[config.mk]
export PLATFORM = sky130hd
export DESIGN_NAME = forwarding_hazard_unit_flat
export DESIGN_NICKNAME = d
export VERILOG_FILES = /design/src/rtl/forwarding_hazard_unit_pkg.sv /design/src/rtl/forwarding_hazard_unit_if.sv /design/src/rtl/forwarding_hazard_unit_fwd_sel_gen.sv /design/src/rtl/forwarding_hazard_unit.sv /design/src/flat_wrapper.sv
export SDC_FILE = /design/constraint.sdc
export NUM_CORES = 1
export LEC_CHECK = 0
export CAP_MARGIN = 20
export CORE_ASPECT_RATIO = 0.7
export CORE_MARGIN = 2
export CORE_UTILIZATION = 41
export CTS_CLUSTER_DIAMETER = 100
export DETAILED_ROUTE_END_ITERATION = 8
export PLACE_DENSITY = 0.76
export SLEW_MARGIN = 20
export SYNTH_ARGS = -nofsm -noshare
export SYNTH_HDL_FRONTEND = slang
export SYNTH_HIERARCHICAL = 1
export SYNTH_SLANG_ARGS = --single-unit
[constraint.sdc]
create_clock -name clk -period 6.3 [get_ports clk]
set_input_delay 1.26 -clock clk [delete_from_list [all_inputs] [get_ports clk]]
set_output_delay 1.26 -clock clk [all_outputs]
set_load 0.02 [all_outputs]
[src/rtl/forwarding_hazard_unit_pkg.sv]
// Shared constants and shadow-pipeline record types for the forwarding/hazard unit.
package fwd_pkg;

    localparam int unsigned REG_W = 5;

    localparam logic [1:0] FWD_NONE = 2'b00;
    localparam logic [1:0] FWD_WB   = 2'b01;
    localparam logic [1:0] FWD_MEM  = 2'b10;

    localparam logic [REG_W-1:0] REG_X0 = 5'd0;

    typedef struct packed {
        logic             valid;
        logic [REG_W-1:0] rs1;
        logic [REG_W-1:0] rs2;
        logic [REG_W-1:0] rd;
        logic             regwrite;
        logic             memread;
    } ex_rec_t;

    typedef struct packed {
        logic             valid;
        logic [REG_W-1:0] rd;
        logic             regwrite;
    } stage_rec_t;

endpackage

[src/rtl/forwarding_hazard_unit_if.sv]
// ID-stage metadata in, operand selects / stall request / stall counter out.
interface forwarding_hazard_unit_if #(
    parameter int unsigned N_STALL_CNT = 32
);
    import fwd_pkg::*;

    logic                   id_valid;
    logic [REG_W-1:0]       id_rs1;
    logic [REG_W-1:0]       id_rs2;
    logic [REG_W-1:0]       id_rd;
    logic                   id_regwrite;
    logic                   id_memread;
    logic                   flush;
    logic [1:0]             fwd_a;
    logic [1:0]             fwd_b;
    logic                   stall;
    logic [N_STALL_CNT-1:0] stall_cnt;

    modport master (
        output id_valid, id_rs1, id_rs2, id_rd, id_regwrite, id_memread, flush,
        input  fwd_a, fwd_b, stall, stall_cnt
    );

    modport slave (
        input  id_valid, id_rs1, id_rs2, id_rd, id_regwrite, id_memread, flush,
        output fwd_a, fwd_b, stall, stall_cnt
    );

endinterface

[src/rtl/forwarding_hazard_unit_fwd_sel_gen.sv]
// Per-operand forwarding select; the younger EX/MEM producer beats MEM/WB, x0 never forwards.
module fwd_sel_gen
    import fwd_pkg::*;
(
    input  logic [REG_W-1:0] rs,
    input  logic [REG_W-1:0] mem_rd,
    input  logic             mem_we,
    input  logic             mem_valid,
    input  logic [REG_W-1:0] wb_rd,
    input  logic             wb_we,
    input  logic             wb_valid,
    output logic [1:0]       sel
);

    always_comb begin
        sel = FWD_NONE;
        if (mem_valid && mem_we && (mem_rd != REG_X0) && (mem_rd == rs)) begin
            sel = FWD_MEM;
        end else if (wb_valid && wb_we && (wb_rd != REG_X0) && (wb_rd == rs)) begin
            sel = FWD_WB;
        end
    end

endmodule

[src/rtl/forwarding_hazard_unit.sv]
// Shadow EX/MEM/WB metadata pipeline driving operand-forward selects and the load-use stall.
module forwarding_hazard_unit
    import fwd_pkg::*;
#(
    parameter int unsigned N_STALL_CNT = 32
) (
    input  logic                      clk,
    input  logic                      rst,
    forwarding_hazard_unit_if.slave   bus
);

    localparam logic [N_STALL_CNT-1:0] CNT_ONE = N_STALL_CNT'(1);

    ex_rec_t                ex_q;
    stage_rec_t             mem_q;
    stage_rec_t             wb_q;
    logic [N_STALL_CNT-1:0] cnt_q;
    logic                   stall;
    logic                   ex_bubble;

    // A flush kills the wrong-path ID instruction, so it also cancels any stall it would cause.
    always_comb begin
        stall = ex_q.valid && ex_q.memread && (ex_q.rd != REG_X0)
             && ((ex_q.rd == bus.id_rs1) || (ex_q.rd == bus.id_rs2))
             && bus.id_valid && !bus.flush;
        ex_bubble = stall || bus.flush || !bus.id_valid;
    end

    always_ff @(posedge clk) begin
        if (!rst) begin
            ex_q  <= '0;
            mem_q <= '0;
            wb_q  <= '0;
            cnt_q <= '0;
        end else begin
            wb_q  <= mem_q;
            mem_q <= '{valid: ex_q.valid, rd: ex_q.rd, regwrite: ex_q.regwrite};
            if (ex_bubble) begin
                ex_q <= '0;
            end else begin
                ex_q <= '{valid:    1'b1,
                          rs1:      bus.id_rs1,
                          rs2:      bus.id_rs2,
                          rd:       bus.id_rd,
                          regwrite: bus.id_regwrite,
                          memread:  bus.id_memread};
            end
            if (stall && (cnt_q != '1)) begin
                cnt_q <= cnt_q + CNT_ONE;
            end
        end
    end

    fwd_sel_gen u_sel_a (
        .rs        (ex_q.rs1),
        .mem_rd    (mem_q.rd),
        .mem_we    (mem_q.regwrite),
        .mem_valid (mem_q.valid),
        .wb_rd     (wb_q.rd),
        .wb_we     (wb_q.regwrite),
        .wb_valid  (wb_q.valid),
        .sel       (bus.fwd_a)
    );

    fwd_sel_gen u_sel_b (
        .rs        (ex_q.rs2),
        .mem_rd    (mem_q.rd),
        .mem_we    (mem_q.regwrite),
        .mem_valid (mem_q.valid),
        .wb_rd     (wb_q.rd),
        .wb_we     (wb_q.regwrite),
        .wb_valid  (wb_q.valid),
        .sel       (bus.fwd_b)
    );

    assign bus.stall     = stall;
    assign bus.stall_cnt = cnt_q;

endmodule
[src/flat_wrapper.sv]
// flat-port wrapper written by rule: the top's interface ports become plain ports
module forwarding_hazard_unit_flat import fwd_pkg::*;
#(
    parameter int unsigned N_STALL_CNT = 32
)
  (clk, rst, bus_id_valid, bus_id_rs1, bus_id_rs2, bus_id_rd, bus_id_regwrite, bus_id_memread, bus_flush, bus_fwd_a, bus_fwd_b, bus_stall, bus_stall_cnt);
  forwarding_hazard_unit_if #(.N_STALL_CNT(N_STALL_CNT)) bus_i ();
  input  logic clk;
  input  logic rst;
  input wire logic [$bits(bus_i.id_valid)-1:0] bus_id_valid;
  input wire logic [$bits(bus_i.id_rs1)-1:0] bus_id_rs1;
  input wire logic [$bits(bus_i.id_rs2)-1:0] bus_id_rs2;
  input wire logic [$bits(bus_i.id_rd)-1:0] bus_id_rd;
  input wire logic [$bits(bus_i.id_regwrite)-1:0] bus_id_regwrite;
  input wire logic [$bits(bus_i.id_memread)-1:0] bus_id_memread;
  input wire logic [$bits(bus_i.flush)-1:0] bus_flush;
  output wire logic [$bits(bus_i.fwd_a)-1:0] bus_fwd_a;
  output wire logic [$bits(bus_i.fwd_b)-1:0] bus_fwd_b;
  output wire logic [$bits(bus_i.stall)-1:0] bus_stall;
  output wire logic [$bits(bus_i.stall_cnt)-1:0] bus_stall_cnt;
  assign bus_i.id_valid = bus_id_valid;
  assign bus_i.id_rs1 = bus_id_rs1;
  assign bus_i.id_rs2 = bus_id_rs2;
  assign bus_i.id_rd = bus_id_rd;
  assign bus_i.id_regwrite = bus_id_regwrite;
  assign bus_i.id_memread = bus_id_memread;
  assign bus_i.flush = bus_flush;
  assign bus_fwd_a = bus_i.fwd_a;
  assign bus_fwd_b = bus_i.fwd_b;
  assign bus_stall = bus_i.stall;
  assign bus_stall_cnt = bus_i.stall_cnt;
  forwarding_hazard_unit #(.N_STALL_CNT(N_STALL_CNT)) u_core (.clk(clk), .rst(rst), .bus(bus_i));
endmodule
# Word level (Yosys, flattened, before mapping)
# Cells that the tools add are included.
# Widths: inputs -> output; s select.
[totals] reg_bits=64
[classes] n_addsub=1 mux=5 n_bitwise=1 reduce_logical=23 n_eq_ne=7
[ops] operator="$add 32x1->32 const B" n=1
[ops] operator="$ne 32x32->1 const B" n=1
[ops] operator="$eq 5x5->1" n=6
[ops] operator="$mux 18" n=1
[ops] operator="$reduce_bool 5->1" n=3
[ops] operator="$logic_and 1x1->1" n=14
[ops] operator="$mux 2" n=2
[ops] operator="$logic_or 1x1->1" n=3
[ops] operator="$logic_not 1->1" n=2
[ops] operator="$mux 1" n=2
[ops] operator="$reduce_or 2->1" n=1
[ops] operator="$not 1->1" n=1

# Longest topological paths before layout
# Gate-level depths: netlist of run 1.
[logic_depth] depth_word=8 ltp_mapped=9

# By module
# Netlist of run 1, hierarchy kept.
[by_module_without_submodules] mod="forwarding_hazard_unit" area_per_inst_um2=2622.5 cells_per_inst=283 instances=1
[by_module_without_submodules] mod="fwd_sel_gen" area_per_inst_um2=157.7 cells_per_inst=19 instances=2

# Worst setup path before layout of run 1
# Ideal clock, no wire load.
[synth_timing] path_kind="input -> output" from="in bus_id_rs1[4]" to="out bus_stall" required_time_ns=5.040 stages=4 path_slack_ns=2.959 t_arrival_ns=2.081 path_buffers=0 cell_sequence="xnor2_1 > nand3_1 > o22ai_4 > and3_1"
[synth_between] elab_chain_cells=5
[synth_lines] item="start, declared" line_no="flat_wrapper.sv:11" text="input wire logic [$bits(bus_i.id_rs1)-1:0] bus_id_rs1;"
[synth_lines] item="$eq 5x5->1" line_no="forwarding_hazard_unit.sv:24" text="&& ((ex_q.rd == bus.id_rs1) || (ex_q.rd == bus.id_rs2))"
[synth_lines] item="$logic_or 1x1->1" line_no="forwarding_hazard_unit.sv:24"
[synth_lines] item="$logic_and 1x1->1" line_no="forwarding_hazard_unit.sv:24"
[synth_lines] item="$logic_and 1x1->1 (2 in series)" line_no="forwarding_hazard_unit.sv:25" text="&& bus.id_valid && !bus.flush;"
[synth_lines] item="end, declared" line_no="flat_wrapper.sv:19" text="output wire logic [$bits(bus_i.stall)-1:0] bus_stall;"
# No other way between the ends.

# Worst setup path after layout of run 1
[layout_timing] from="in bus_id_rs1[0]" to="out bus_stall"
# Same word-level chain as after synthesis.

==> metrics.txt, run 1 <==
cell accounting for the most synthesized area=dfxtp_1; row cnt=25; Hold Buf Count CTS=0; share of cells above drive strength 1=0.0753; first-pass GRT wire length=11,600 um; Met1 Wirelength=3500 um; Seq cells post-synth=between 60 and 70; Worst path max stage delay=about 600 ps; Global Route Usage Sum=0.190; crit path max fanout=9; uppermost layer routed=met4; maxcap violations=0; commonest cells in the netlist=dfxtp_1 (64), and2_1 (33), xnor2_1 (26), nand2_1 (22), a21oi_1 (21); syn_area_per_cell=9.15 um^2; Buffers & Inverters on Critical Path=2; cells after synthesis=roughly 320; Ys Warns=6; period utilization=0.701; Worst path top cell family by delay=buffers and inverters; Async SR Flop Fraction=0; most frequent cell after synthesis=dfxtp_1; Post-Layout Cell Count=479; post-synth top area share=0.436; Max Slew Vio Count=0; Hold Crit Class=register to register; CTS buffer count=9; largest net degree at the start of global routing=29; Stages on worst setup path=6; Final ANT Viol Nets=0; Placed Instances=between 400 and 500; DRT Wirelength=about 7200 um; fmax=227 MHz; Leak=0.00126 uW; width of the die=105 um; syn_nets=343; Cell Pwr Density=222 nW/um^2; Crit path top cell by count=clkdlybuf4s50_1; CP endpoint kind=output pin; RSZ-0062 raised after global routing=no; CP Data Required Time=between 5000 and 6000 ps; EDFF count, synth=0; Cell Area, Synth=2940 um^2; number of antenna violations at the first check in global routing=0; Final Hold Fails=0; Synth area leaders=dfxtp_1 (44%), xnor2_1 (7.8%), and2_1 (7.0%); worst slew pin tran=911 ps; critical path class=primary input to output pin; 1st-pass router iterations=4; CTS tree=built; Setup Skew=8.43 ps; Post-CTS Setup Inserts=0; Initial Utilization=0.429; Ports=58; Min Clock Period, post-route=4410 ps; Post-Place Worst Slack=1870 ps; Peak VDD IR=0.0980 mV; # resized after CTS=0; GP Congestion=between 0.8 and 0.9; Final setup viols=0; Top FF cell, synth=dfxtp_1; slack of the critical path=1890 ps; relative slew slack=0.391; DR vias=2,597; CP arrival=between 3000 and 4000 ps; gr ovfl total=0; CP Launch Type=primary input; die area=7870 um^2; area overhead of the layout relative to synthesis=29.9%; ANT cells=0; Seq/Total Area, Yosys=0.436; number of global-route vias before repair=2,315; # DRC=0; Sink Count=64; WHS Path Cells=1; Core ar.=6850 um^2; slowest CP cell=clkdlybuf4s50_1; fin nets=403; FF-to-FF path depth=7; maximum clock insertion buffer count=2; WL/cell=15.0 um; Final HPWL DP=5190 um; root buf cell=clkbuf_8; met2 WL=roughly 3200 um; worst-path cell chain=clkdlybuf4s50_1 > xnor2_1 > nand3_1 > o22ai_4 > and3_1 > clkdlybuf4s50_1; htree depth=3; met3 WL=between 400 and 500 um; outcome=finished, final reports clean; height of the die=74.8 um; clk_lat worst skew=330 ps; Distinct cells, synth=between 40 and 50; vias per cell=5.42; # port buffers=between 50 and 60; final setup TNS=0 ps; number of DRC markers in iteration 0=approximately 170; Clk pin slew, worst setup/hold paths=70 ps
routing by layer:
layer | GRT usage | up-vias
met2 | 0.282 | 82
met1 | 0.271 | 1237
met4 | 0.0400 | 0
met5 | 0 | -
li1 | - | 1273
met3 | 0.0623 | 5
worst paths after layout:
check	start	to	slack, ps
max	bus_id_rs1[0]	bus_stall	1890
min	u_core/ex_q[1]$_SDFF_PP0_	u_core/mem_q[0]$_SDFF_PN0_	440
max reg2reg	u_core/bus.stall_cnt[0]$_SDFFE_PN0P_	u_core/bus.stall_cnt[19]$_SDFFE_PN0P_	3590
min reg2reg	u_core/ex_q[1]$_SDFF_PP0_	u_core/mem_q[0]$_SDFF_PN0_	440
logic make-up after synthesis:
family                   after synthesis  share of synthesized area
AND/OR/NAND/NOR                      142                      0.282
flip-flops                            64                      0.436
AO/OA/AOI/OAI                         60                      0.142
XOR/XNOR                              31                     0.0924
buffers and inverters                 17                     0.0230
multiplexers                           6                     0.0204
adder cells (fa/ha/maj)                1                    0.00426
placed cells by master, fill, tap and decap left out, drive strengths merged, types with 3 or more instances in the layout:
master	n
dfxtp	64
clkdlybuf4s50	57
and2	33
xnor2	26
nand2	22
a21oi	21
nand3	16
o21ai	15
nand4	14
or3	13
nor2	12
clkbuf	12
or4	9
nand2b	6
o31ai	6
mux2i	6
clkinv	6
nor3	6
xor2	5
nor4	4
and4	3
o211ai	3
inv	3
a2111oi	3
state kept, by name, indices dropped and copies added (netlist names):
| register | flops |
|---|---|
| u_core/bus.stall_cnt | 32 |
| u_core/ex_q | 18 |
| u_core/mem_q | 7 |
| u_core/wb_q | 7 |
cell type report:
type	count	area [um^2]
fill	606	3030
multi-input combinational	240	1590
sequential	64	1280
timing repair buffer	58	578
clock buffer	12	155
tap	94	118
clock inverter	3	65.1
inverter	8	30.0
through the flow:
stage,utilization,area (um^2),total power (uW),hold slack [ps]
final,0.557,3820,846,442
after detailed placement,0.525,3600,467,423
after global placement,0.525,3600,465,416
after global routing,0.557,3820,877,462
after floorplan,-,2940,446,412
after CTS,0.557,3820,855,447
report_power, final:
group | internal [uW] | switching [uW] | leakage, uW
combinational | 23.6 | 19.3 | 0.000631
clock | 242 | 147 | 0.000112
sequential | 409 | 5.64 | 0.000517
total | 674 | 172 | 0.00126
Note: power is estimated with default switching activity, not from simulation.
==> run 2: changes to the inputs <==
Clock period 6.3 ns to 4.5 ns, I/O delays scaled along.
==> run 2 against run 1 <==
  * Non-clock buffer count is 1 higher
  * Clock-buffer cell count shrank 1
  * Setup slack lost 1100 ps
  * First-iteration DRC count is 20% lower
  * Cell count grew 0.21%
  * Critical path depth unchanged
  * Sequential power up 40%
  * Critical path type unchanged
  * Critical endpoint unchanged
==> metrics.txt, run 2 (synthesis results as in run 1) <==
outcome=finished, final reports clean; FF-to-FF path depth=7 (unchanged); GP Congestion=0.903 (+0.69%); largest net degree at the start of global routing=29 (unchanged); height of the die=74.8 um (unchanged); htree depth=3 (unchanged); Placed Instances=465 (+0.22%); vias per cell=5.46 (+0.68%); DR vias=2,620 (+0.89%); Setup Skew=9.92 ps (+1.49 ps); CTS buffer count=9 (unchanged); number of global-route vias before repair=2,335 (+0.86%); Leak=0.00125 uW (-0.69%); Post-CTS Setup Inserts=0 (unchanged); CP arrival=2820 ps (-330 ps); Worst path max stage delay=600 ps (about the same); worst setup path startpoint=bus_id_rs1[0]; gr ovfl total=0 (unchanged); R2R Setup Slk=1730 ps (-1860 ps); width of the die=105 um (unchanged); Peak VDD IR=0.151 mV (+54%); final setup TNS=0 ps (unchanged); relative slew slack=0.419 (+0.0272); GR peak layer=met2; commonest non-fill, non-tap cell in the layout=dfxtp_1; min-delay src=u_core/ex_q[1]$_SDFF_PP0_; met3 usage=0.0658 (+0.00346); Final ANT Viol Nets=0 (unchanged); Final setup viols=0 (unchanged); Final Hold Fails=0 (unchanged); Global Route Usage Sum=0.187 (-0.00282); maximum clock insertion buffer count=2 (unchanged); period utilization=0.826; Sink Count=64 (unchanged); Post-Place Worst Slack=757 ps (-1110 ps); Post-Layout Cell Count=480 (+0.21%); clk_lat worst skew=340 ps (about the same); row cnt=25 (unchanged); area overhead of the layout relative to synthesis=29.0%; Buffers & Inverters on Critical Path=2 (unchanged); # DRC=0 (unchanged); Ports=58 (unchanged); Clk pin slew, worst setup/hold paths=70 ps (about the same); most frequent cells in the layout=dfxtp_1 (64), clkdlybuf4s50_1 (57), and2_1 (33), xnor2_1 (26), nand2_1 (22); Crit path top cell by count=clkdlybuf4s50_1; WHS Path Cells=1 (unchanged); share of cells above drive strength 1=0.0777 (+0.00240); ANT cells=0 (unchanged); CTS tree=built; Filler cells=622 (+2.6%); met1 GRT Util=0.254 (-0.0169); Initial Utilization=0.429 (unchanged); # port buffers=57 (unchanged); hold endpoint=u_core/mem_q[0]$_SDFF_PN0_; fin nets=404 (+0.25%); critical path class=primary input to output pin; CP Data Required Time=3600 ps (-1440 ps); DRT Wirelength=7170 um (about the same); first-pass GRT wire length=11,400 um (-1.8%); slack of the critical path=782 ps (-1100 ps); FF-to-FF Start=u_core/bus.stall_cnt[0]$_SDFFE_PN0P_; Post-DP Area=3600 um^2 (+0.21%); WL/cell=14.9 um (-0.25%); 1st-pass router iterations=4 (unchanged); slowest CP cell=clkdlybuf4s50_1; Core ar.=6850 um^2 (unchanged); Hold Buf Count CTS=0 (unchanged); Max Slew Vio Count=0 (unchanged); RSZ-0062 raised after global routing=no; CP Launch Type=primary input; fmax=269 MHz; post-route cell area=3790 um^2 (-0.69%); R2R Path End=u_core/bus.stall_cnt[21]$_SDFFE_PN0P_; Min Clock Period, post-route=3720 ps; CP endpoint kind=output pin; Hold Crit Class=register to register; number of flip-flops in the largest register=32 (unchanged); root buf cell=clkbuf_8; # resized after CTS=0 (unchanged); number of antenna violations at the first check in global routing=0 (unchanged); number of DRC markers in iteration 0=134 (-20%); Cell Pwr Density=294 nW/um^2 (+32%); worst-path cell chain=clkdlybuf4s50_1 > xnor2_1 > nand3_1 > o22ai_4 > and3_1 > clkdlybuf4s50_1; worst slew pin tran=870 ps (-40.7 ps); die area=7870 um^2 (unchanged); grt met2 use=0.280 (-0.00216); Worst path top cell family by delay=buffers and inverters; crit path max fanout=9 (unchanged); Final HPWL DP=5160 um (-0.55%); maxcap violations=0 (unchanged)
==> run 2: cell types whose count changed in the layout (fill, tap and decap cells not counted), sizes merged <==
cell    before  now
clkbuf      12   11
bufinv       2    1
buf          1    2
clkinv       6    8
==> run 2: worst reg2reg max path: cells and delay by family, from the launching register on <==
family / cells / cell delay, ps
flip-flops: 1 / 350
AND/OR/NAND/NOR: 4 / 1480
AO/OA/AOI/OAI: 2 / 620
adder cells (fa/ha/maj): 1 / 250
==> run 2: how the worst max path moves through the flow <==
stage,depth (start not counted),end,slack [ps]
2_1_floorplan,4,bus_stall,1880
3_3_place_gp,6,bus_stall,820
3_5_place_dp,6,bus_stall,760
4_1_cts,6,bus_stall,760
5_1_grt,6,bus_stall,690
6_report,6,bus_stall,780
==> run 2: final cells by class <==
type                            count  area [um^2]  area share
Tap cell                           94          118      0.0310
Inverter                            8         30.0     0.00792
Multi-Input combinational cell    240         1590       0.419
Sequential cell                    64         1280       0.338
Clock inverter                      4         45.0      0.0119
Timing Repair Buffer               59          586       0.155
Clock buffer                       11          141      0.0373
==> run 2: metrics by stage <==
step                utilization  hold WS [ps]  total power, uW
CTS                       0.553           446             1120
global route              0.553           453             1150
global placement          0.526           417              652
detailed placement        0.526           430              654
finish                    0.553           443             1110
floorplan                     -           412              625
==> run 2: power by group <==
| group | total, uW | switching, uW | internal [uW] |
|---|---|---|---|
| registers | 581 | 7.77 | 573 |
| clock network | 471 | 206 | 265 |
| logic | 61.2 | 27.6 | 33.5 |
==> run 2: routing by layer <==
| metal | vias up | wire (um) |
|---|---|---|
| li1 | 1285 | - |
| met1 | 1242 | 3480 |
| met2 | 82 | 3140 |
| met3 | 11 | 464 |
| met4 | 0 | 90 |
| met5 | - | 0 |
